===== config.mk =====
export PLATFORM = sky130hd
export DESIGN_NAME = microcode_sequencer
export DESIGN_NICKNAME = d
export VERILOG_FILES = /design/src/rtl/microcode_sequencer.sv
export SDC_FILE = /design/constraint.sdc
export NUM_CORES = 1
export LEC_CHECK = 0
export CORE_AREA = 5 5 111 113
export CTS_BUF_LIST = sky130_fd_sc_hd__clkbuf_16
export CTS_CLUSTER_SIZE = 28
export DETAILED_ROUTE_END_ITERATION = 10
export DIE_AREA = 0 0 116 118
export GPL_TIMING_DRIVEN = 0
export MAX_ROUTING_LAYER = met4
export SETUP_SLACK_MARGIN = 0.3
export SLEW_MARGIN = 25
export SYNTH_ARGS = -nofsm -noshare
export SYNTH_HDL_FRONTEND = slang
export SYNTH_SLANG_ARGS = --single-unit

===== constraint.sdc =====
create_clock -name clk -period 3 [get_ports clk]
set_input_delay 0.45 -clock clk [delete_from_list [all_inputs] [get_ports clk]]
set_output_delay 0.45 -clock clk [all_outputs]
set_load 0.01 [all_outputs]

===== src/rtl/microcode_sequencer.sv =====
// Microcode sequencer: steps a micro-PC through an external combinational
// micro-ROM, one micro-op per cycle. It supports jumps, conditional branches,
// a micro-call stack and bus operations that wait on a completion handshake.
//
// Ports:
//   clk, reset               clock; asynchronous active-high reset
//   start, entry_addr        decoded instruction ready and its micro-ROM entry
//   flush                    abort the running sequence, return to idle
//   uaddr / uop              micro-ROM address (the upc register) and its data
//   cond                     condition flags, selected by the uop csel field
//   uop_valid, uop_payload   issue strobe and low payload bits for the datapath
//   bus_command(_done)       registered bus request (1 rd, 2 wr) and completion
//   busy                     sequencer not idle
//   instruction_nearly_done  an END uop is issuing this cycle
//   instruction_done         one-cycle pulse on the cycle after END or a stack abort
//   stack_error              sticky call-overflow / return-underflow flag
module microcode_sequencer #(
  parameter int UADDR_W     = 9,
  parameter int UOP_W       = 24,
  parameter int NUM_COND    = 8,
  parameter int STACK_DEPTH = 4,
  localparam int CSEL_W     = (NUM_COND > 1) ? $clog2(NUM_COND) : 1,
  localparam int PAY_W      = UOP_W - 6 - UADDR_W - CSEL_W
) (
  input  logic               clk,
  input  logic               reset,
  input  logic               start,
  input  logic [UADDR_W-1:0] entry_addr,
  input  logic               flush,
  output logic [UADDR_W-1:0] uaddr,
  input  logic [UOP_W-1:0]   uop,
  input  logic [NUM_COND-1:0] cond,
  output logic               uop_valid,
  output logic [PAY_W-1:0]   uop_payload,
  output logic [1:0]         bus_command,
  input  logic               bus_command_done,
  output logic               busy,
  output logic               instruction_nearly_done,
  output logic               instruction_done,
  output logic               stack_error
);

  localparam int SP_W  = $clog2(STACK_DEPTH + 1);
  localparam int IDX_W = (STACK_DEPTH > 1) ? $clog2(STACK_DEPTH) : 1;
  localparam logic [SP_W-1:0] SP_FULL = SP_W'(STACK_DEPTH);

  localparam logic [2:0] SEQ_NEXT  = 3'd0;
  localparam logic [2:0] SEQ_JUMP  = 3'd1;
  localparam logic [2:0] SEQ_JCOND = 3'd2;
  localparam logic [2:0] SEQ_CALL  = 3'd3;
  localparam logic [2:0] SEQ_RET   = 3'd4;
  localparam logic [2:0] SEQ_BUS   = 3'd5;
  localparam logic [2:0] SEQ_END   = 3'd6;

  typedef enum logic [1:0] {
    IDLE     = 2'd0,
    EXEC     = 2'd1,
    BUS_WAIT = 2'd2
  } state_t;

  state_t             state;
  logic [UADDR_W-1:0] upc;
  logic [UADDR_W-1:0] upc_inc;
  logic [SP_W-1:0]    sp;

  // Storage is rounded up to a power of two so every index value is in range.
  logic [UADDR_W-1:0] stack_mem [2**IDX_W];
  logic [IDX_W-1:0]   push_idx;
  logic [IDX_W-1:0]   pop_idx;

  // Micro-op fields, MSB first: seq, target, csel, inv, buscmd, payload.
  logic [2:0]         f_seq;
  logic [UADDR_W-1:0] f_target;
  logic [CSEL_W-1:0]  f_csel;
  logic               f_inv;
  logic [1:0]         f_buscmd;

  logic exec;
  logic cond_taken;
  logic stack_fault;
  logic push_en;

  assign f_seq    = uop[UOP_W-1 -: 3];
  assign f_target = uop[UOP_W-4 -: UADDR_W];
  assign f_csel   = uop[UOP_W-4-UADDR_W -: CSEL_W];
  assign f_inv    = uop[UOP_W-4-UADDR_W-CSEL_W];
  assign f_buscmd = uop[UOP_W-5-UADDR_W-CSEL_W -: 2];

  assign exec       = (state == EXEC);
  assign upc_inc    = upc + 1'b1;  // wraps modulo 2^UADDR_W
  assign cond_taken = cond[f_csel] ^ f_inv;
  assign push_idx   = IDX_W'(sp);
  assign pop_idx    = IDX_W'(sp - 1'b1);

  assign stack_fault = exec && (((f_seq == SEQ_CALL) && (sp == SP_FULL)) ||
                                ((f_seq == SEQ_RET)  && (sp == '0)));
  assign push_en     = exec && (f_seq == SEQ_CALL) && !stack_fault && !flush;

  assign uaddr                   = upc;
  assign uop_valid               = exec;
  assign uop_payload             = exec ? uop[PAY_W-1:0] : '0;
  assign busy                    = (state != IDLE);
  assign instruction_nearly_done = exec && (f_seq == SEQ_END);

  // Stack contents need no reset: sp alone decides which entries are live.
  always_ff @(posedge clk) begin
    if (push_en) begin
      stack_mem[push_idx] <= upc_inc;
    end
  end

  always_ff @(posedge clk or posedge reset) begin
    if (reset) begin
      state            <= IDLE;
      upc              <= '0;
      sp               <= '0;
      bus_command      <= 2'd0;
      instruction_done <= 1'b0;
      stack_error      <= 1'b0;
    end else begin
      instruction_done <= 1'b0;
      if (flush) begin
        // The BCU tolerates a command dropped mid-transfer; no done pulse.
        state       <= IDLE;
        bus_command <= 2'd0;
        sp          <= '0;
      end else if (stack_fault) begin
        stack_error      <= 1'b1;
        state            <= IDLE;
        instruction_done <= 1'b1;
      end else begin
        case (state)
          IDLE: begin
            if (start) begin
              upc   <= entry_addr;
              sp    <= '0;
              state <= EXEC;
            end
          end
          EXEC: begin
            case (f_seq)
              SEQ_JUMP:  upc <= f_target;
              SEQ_JCOND: upc <= cond_taken ? f_target : upc_inc;
              SEQ_CALL: begin
                upc <= f_target;
                sp  <= sp + 1'b1;
              end
              SEQ_RET: begin
                upc <= stack_mem[pop_idx];
                sp  <= sp - 1'b1;
              end
              SEQ_BUS: begin
                bus_command <= f_buscmd;
                upc         <= upc_inc;
                state       <= BUS_WAIT;
              end
              SEQ_END: begin
                instruction_done <= 1'b1;
                // A start during END chains the next instruction with no bubble.
                if (start) begin
                  upc <= entry_addr;
                  sp  <= '0;
                end else begin
                  state <= IDLE;
                end
              end
              default:   upc <= upc_inc;  // NEXT and the reserved code
            endcase
          end
          BUS_WAIT: begin
            if (bus_command_done) begin
              bus_command <= 2'd0;
              state       <= EXEC;
            end
          end
          default: state <= IDLE;
        endcase
      end
    end
  end

endmodule


* Word-level counts from Yosys, hierarchy flattened
Memories as Yosys holds them, arrays and structs flattened. Cells that the tools add are included. W data, S select, Z words.
Cells by class: magnitude comparators 1, multiplexer cells 30, equal/unequal tests 17, bitwise gates (word level) 3, add/sub/neg operators 3, reduce and logical (&&, ||, !) cells 22
Operators with widths (count):
- $pmux W9 S4 | 1
- $mux W2 | 9
- $mux W9 | 2
- $pmux W9 S2 | 1
- $eq A3 B3 Y1 const B | 4
- $ne A5 B2 Y1 const B | 2
- $add A9 B1 Y9 const B | 1
- $mux W3 | 3
- $pmux W3 S3 | 1
- $ne A4 B4 Y1 const B | 2
- $pmux W2 S2 | 2
- $reduce_and A4 Y1 | 2
- $logic_and A1 B1 Y1 | 7
- $mux W1 | 7
- $eq A3 B2 Y1 const B | 2
- $mux W6 | 1
- $pmux W2 S3 | 1
- $pmux W3 S2 | 1
- $reduce_and A3 Y1 | 2
- $reduce_bool A3 Y1 | 2
- $ne A5 B5 Y1 const B | 1
- $lt A3 B4 Y1 const B | 1
- $reduce_bool A2 Y1 | 2
- $add A3 B1 Y3 const B | 1
- 16 further kinds | 18
Storage, ports and cells: memories kept 1, RAM bits 36, output and inout bits 22, register bits 18, input port bits 46
Memory list:
- stack_mem | words 4, bits a word 9, read ports 1, clocked after Yosys merged registers in 0, write ports 1, RTL line 67 | logic [UADDR_W-1:0] stack_mem [2**IDX_W];

* Longest topological paths before layout
Gate-level depths: netlist of the first run.
word-level depth 9, depth in mapped cells 10

* Least setup slack after synthesis of the first run
No wires, ideal clock.
kind register -> register, from register sp[0], to register upc[4], in the netlist uaddr[4], period minus slack after synthesis 2567 ps, data required time 2866 ps, buffers on the path 2, arrival 2432 ps, stages on the path, launching flop included 11, slack 433 ps, library setup time 134 ps, cell sequence dfrtp_1 buf_2 inv_1 ha_1 clkbuf_1 mux4_2 or3_1 o211ai_1 a21oi_1 o2bb2ai_1 a21oi_1
On the way: longest elaborated chain between the ends 6, elaborated cells on any way between the ends 12, those cells by class add/sub: 1; eq/ne: 1; mux: 2; bitwise: 1; reduce/logical: 6; memory: 1
Ends and longest elaborated chain:
- start: declaration | RTL line 64 | logic [SP_W-1:0] sp;
- start signal: assignment | RTL line 146 | sp <= sp + 1'b1;
- start signal: assignment | RTL line 150 | sp <= sp - 1'b1;
- branches (longest 6 deep; another with $mem_v2 Z4 W9)
- end signal: assignment | RTL line 135 | upc <= entry_addr;
- end signal: assignment | RTL line 142 | SEQ_JUMP: upc <= f_target;
- end signal: assignment | RTL line 143 | SEQ_JCOND: upc <= cond_taken ? f_target : upc_inc;
- end: declaration | RTL line 62 | logic [UADDR_W-1:0] upc;
Several ways; the timed one is not identified. A chain may end at the register's enable or synchronous reset.

* Final worst setup path of the first run
from input uop[23], to register upc[7], in the netlist uaddr[7]
On the way: longest elaborated chain between the ends 6, elaborated cells on any way between the ends 14, those cells by class eq/ne: 5; mux: 2; bitwise: 1; reduce/logical: 6
Ends and longest elaborated chain:
- start: declaration | RTL line 31 | input logic [UOP_W-1:0] uop,
- branches (longest 6 deep; another with $pmux W9 S4)
Several ways; the timed one is not identified.

==> key figures, run 1 <==
Run status
  – Status: finished clean

Power
  – Leakage power total: between 1.5 and 2 nW
  – Overall power: roughly 3 mW
  – Worst vdd ir: ~300 uV
  – P per Cell Area: approximately 700 mW/mm^2

Setup path
  – Critical R2R Capture: uaddr[4]
  – WP data required: 3.17 ns
  – Crit path kind: input pin to flop
  – Crit Path Max Fanout: 10
  – Critical path startpoint category: input pin
  – R2R depth: 10
  – Crit end category: flop
  – R2r startpoint: sp[0]
  – Crit path DAT: between 2 and 3 ns
  – Worst R2R Setup Slack: approximately 0.42 ns

STA
  – Setup violations, final: 0
  – Max Slew Vio Count: 0
  – Worst relative slew slack: between 40% and 50%
  – RSZ-0062 raised after global routing: yes
  – Worst-margin pin slew: just over 0.8 ns
  – Time the worst path needs with I/O delays and setup: 2.60 ns
  – Post-Route Skew: 0.00576 ns
  – Tcrit/Tclk final: 86.6%
  – Final hold slack: just under 0.5 ns
  – Fin. Hold Viols: 0
  – Fmax: a little under 400 MHz
  – Setup TNS Final: 0 ns

Die
  – Die width: around 120 um
  – # IOs: 68
  – Core area: 0.0112 mm^2
  – # rows: 39
  – Die Span Y: between 100 and 150 um
  – Die area: between 0.01 and 0.015 mm^2
  – Initial Utilization: 28.9%

GRT
  – Global route overflow: 0
  – GRT busiest layer: met2
  – GR Util met3: 2.78%
  – Largest net degree at the start of global routing: 20
  – GRT Total Usage: between 10 and 15%
  – Met1 Use GR: about a fifth
  – First-pass GRT wire length: between 15 and 20 mm
  – Initial antenna violation count: 0
  – Vias in the first global route: around 2900
  – Met2 usage in global routing: about 23%

Synthesis
  – Synth warn: 0
  – Asr flop ratio synth: roughly a third
  – Post-synth top cells: 36 x edfxtp_1, 27 x nor2_1, 24 x nand2_1, 19 x o21ai_0, 18 x dfrtp_1
  – Mapped Avg Cell Area: approximately 11 um^2
  – Yosys reg bits: 54
  – Distinct cells, synth: ~50
  – Syn_nets: roughly 360
  – Main synth FF type: edfxtp_1
  – Number of synthesized flops with an enable pin: 36
  – Synth top area cells: edfxtp_1 33%, dfrtp_1 14%, mux4_2 6.9%
  – Yosys top cell area share: 33.3%
  – Sequential share of the synthesized area: 47.2%
  – Area of the mapped netlist: 0.00325 mm^2
  – Synth area leader: edfxtp_1
  – Most frequent cell after synthesis: edfxtp_1
  – Post-Synthesis Cells: around 300

CTS
  – CTS tree: built
  – CTS buffer count: 5
  – Clk slew on worst S/H paths: roughly 0.07 ns
  – Clock buffer depth: 2
  – Clock Latency Late Sink: roughly 0.29 ns
  – H-tree depth: 2
  – Sink Count: 54
  – CTS Hold Buffers Added: 0
  – Clock root buffer: clkbuf_16

Routing
  – DR WL/cell: just under 20 um
  – Via-to-Cell Ratio: between 5 and 6
  – Drt total wl: 10.0 mm
  – Remaining DRCs: 0
  – Drt first-iter violations: ~260
  – Via count: ~2800
  – Drt pass-1 iters: 5
  – Antenna-violating nets left: 0

Layout
  – Fin nets: ~430
  – Ant diodes: 0
  – Final Instance Count excl. Fillers: between 500 and 600
  – Layout area overhead: 31.8%
  – Layout cell share with drive strength beyond 1: between 10 and 15%

Placed design
  – Routability cong.: about 0.92
  – Inst Count DP: ~510
  – Post-DP HPWL: about 7.3 mm
  – I/O Buffers: 64

Job
  – Max_cap viols: 0

Worst hold path
  – Hold Path Stages: 1
  – Worst Hold Class: flop to flop
  – Hold path endpoint: stack_error
  – HP Start: stack_error
==> critical path: stages <==
cell and delay [ns]:
clkdlybuf4s50_1 0.59, clkbuf_1 0.44, inv_1 0.27, o21a_1 0.25, o32a_1 0.36, a2111oi_4 0.32, nor3_1 0.08
==> cell usage in the layout, fill, tap and decap left out, drive strengths merged, types with 4 or more instances in the layout <==
cell	n
a21oi	15
and2	5
and3	7
buf	9
clkbuf	14
clkdlybuf4s50	64
dfrtp	18
edfxtp	36
ha	6
inv	13
mux2	10
mux2i	11
mux4	10
nand2	24
nand3	11
nor2	27
nor3	8
o211ai	4
o21a	5
o21ai	20
o221ai	4
o22ai	8
or3	4
xnor2	4
xor2	5
==> where the power goes <==
part,leakage (nW),internal (mW),switching [mW]
Combinational,0.907,0.585,0.701
Sequential,0.546,0.983,0.138
Clock,0.0759,0.319,0.283
Total,1.53,1.89,1.12
==> worst max path at each step <==
stage                     to  slack, ns  cells after the start     from
finish              uaddr[7]       0.40                      7  uop[23]
global route        uaddr[4]       0.23                     10    sp[0]
CTS                 uaddr[4]       0.30                     10    sp[0]
detailed placement  uaddr[4]      -0.24                     10    sp[0]
global placement    uaddr[4]      -0.21                      7  uop[21]
floorplan           uaddr[4]       0.43                     10    sp[0]
==> timing repair <==
| action | in CTS | in global routing |
|---|---|---|
| gates resized for setup | 14 | 9 |
| endpoints found under the setup margin | 47 | 42 |
| setup buffers | 0 | 0 |
==> kinds of logic after synthesis <==
kind of cell / synth area share (%)
AND/OR/NAND/NOR: 13.6
AO/OA/AOI/OAI: 16.7
flip-flops: 47.2
multiplexers: 13.9
buffers and inverters: 3.78
XOR/XNOR: 2.43
adder cells (fa/ha/maj): 2.31
==> state kept, by name, indices dropped and copies added, names as in the netlist <==
signal	cells
bus_command	2
instruction_done	1
sp	3
stack_error	1
stack_mem	36
state	2
uaddr	9
==> cell type report <==
cell class / instances / area, um^2
sequential: 54 / 1530
clock buffer: 5 / 125
tap: 143 / 179
buffer: 18 / 97.6
clock inverter: 3 / 28.8
multi-input combinational: 220 / 1630
inverter: 12 / 45.0
timing repair buffer: 64 / 641
fill: 1120 / 6950
==> routing by layer <==
| metal | share of wire, % | up-vias |
|---|---|---|
| li1 | - | 1292 |
| met1 | 44 | 1383 |
| met2 | 48 | 143 |
| met3 | 7.0 | 12 |
| met4 | 1.3 | 0 |
| met5 | 0 | - |
==> metrics by stage <==
stage	worst slack, ns	util, %	cell area (um^2)
floorplan	0.433	-	3250
global placement	-0.212	36.2	4070
detailed placement	-0.237	36.3	4070
CTS	0.299	37.9	4250
global route	0.230	38.1	4280
finish	0.402	38.1	4280
Note: power is estimated with default switching activity, not from simulation.
==> run 2: changes to the inputs <==
--- a/config.mk
+++ b/config.mk
@@ -7,6 +7,7 @@
 export LEC_CHECK = 0
 export CORE_AREA = 5 5 111 113
 export CTS_BUF_LIST = sky130_fd_sc_hd__clkbuf_16
+export CTS_CLUSTER_DIAMETER = 80
 export CTS_CLUSTER_SIZE = 28
 export DETAILED_ROUTE_END_ITERATION = 10
 export DIE_AREA = 0 0 116 118
==> results of run 2 <==
Final layout, timing and power as in run 1 (identical DEF).
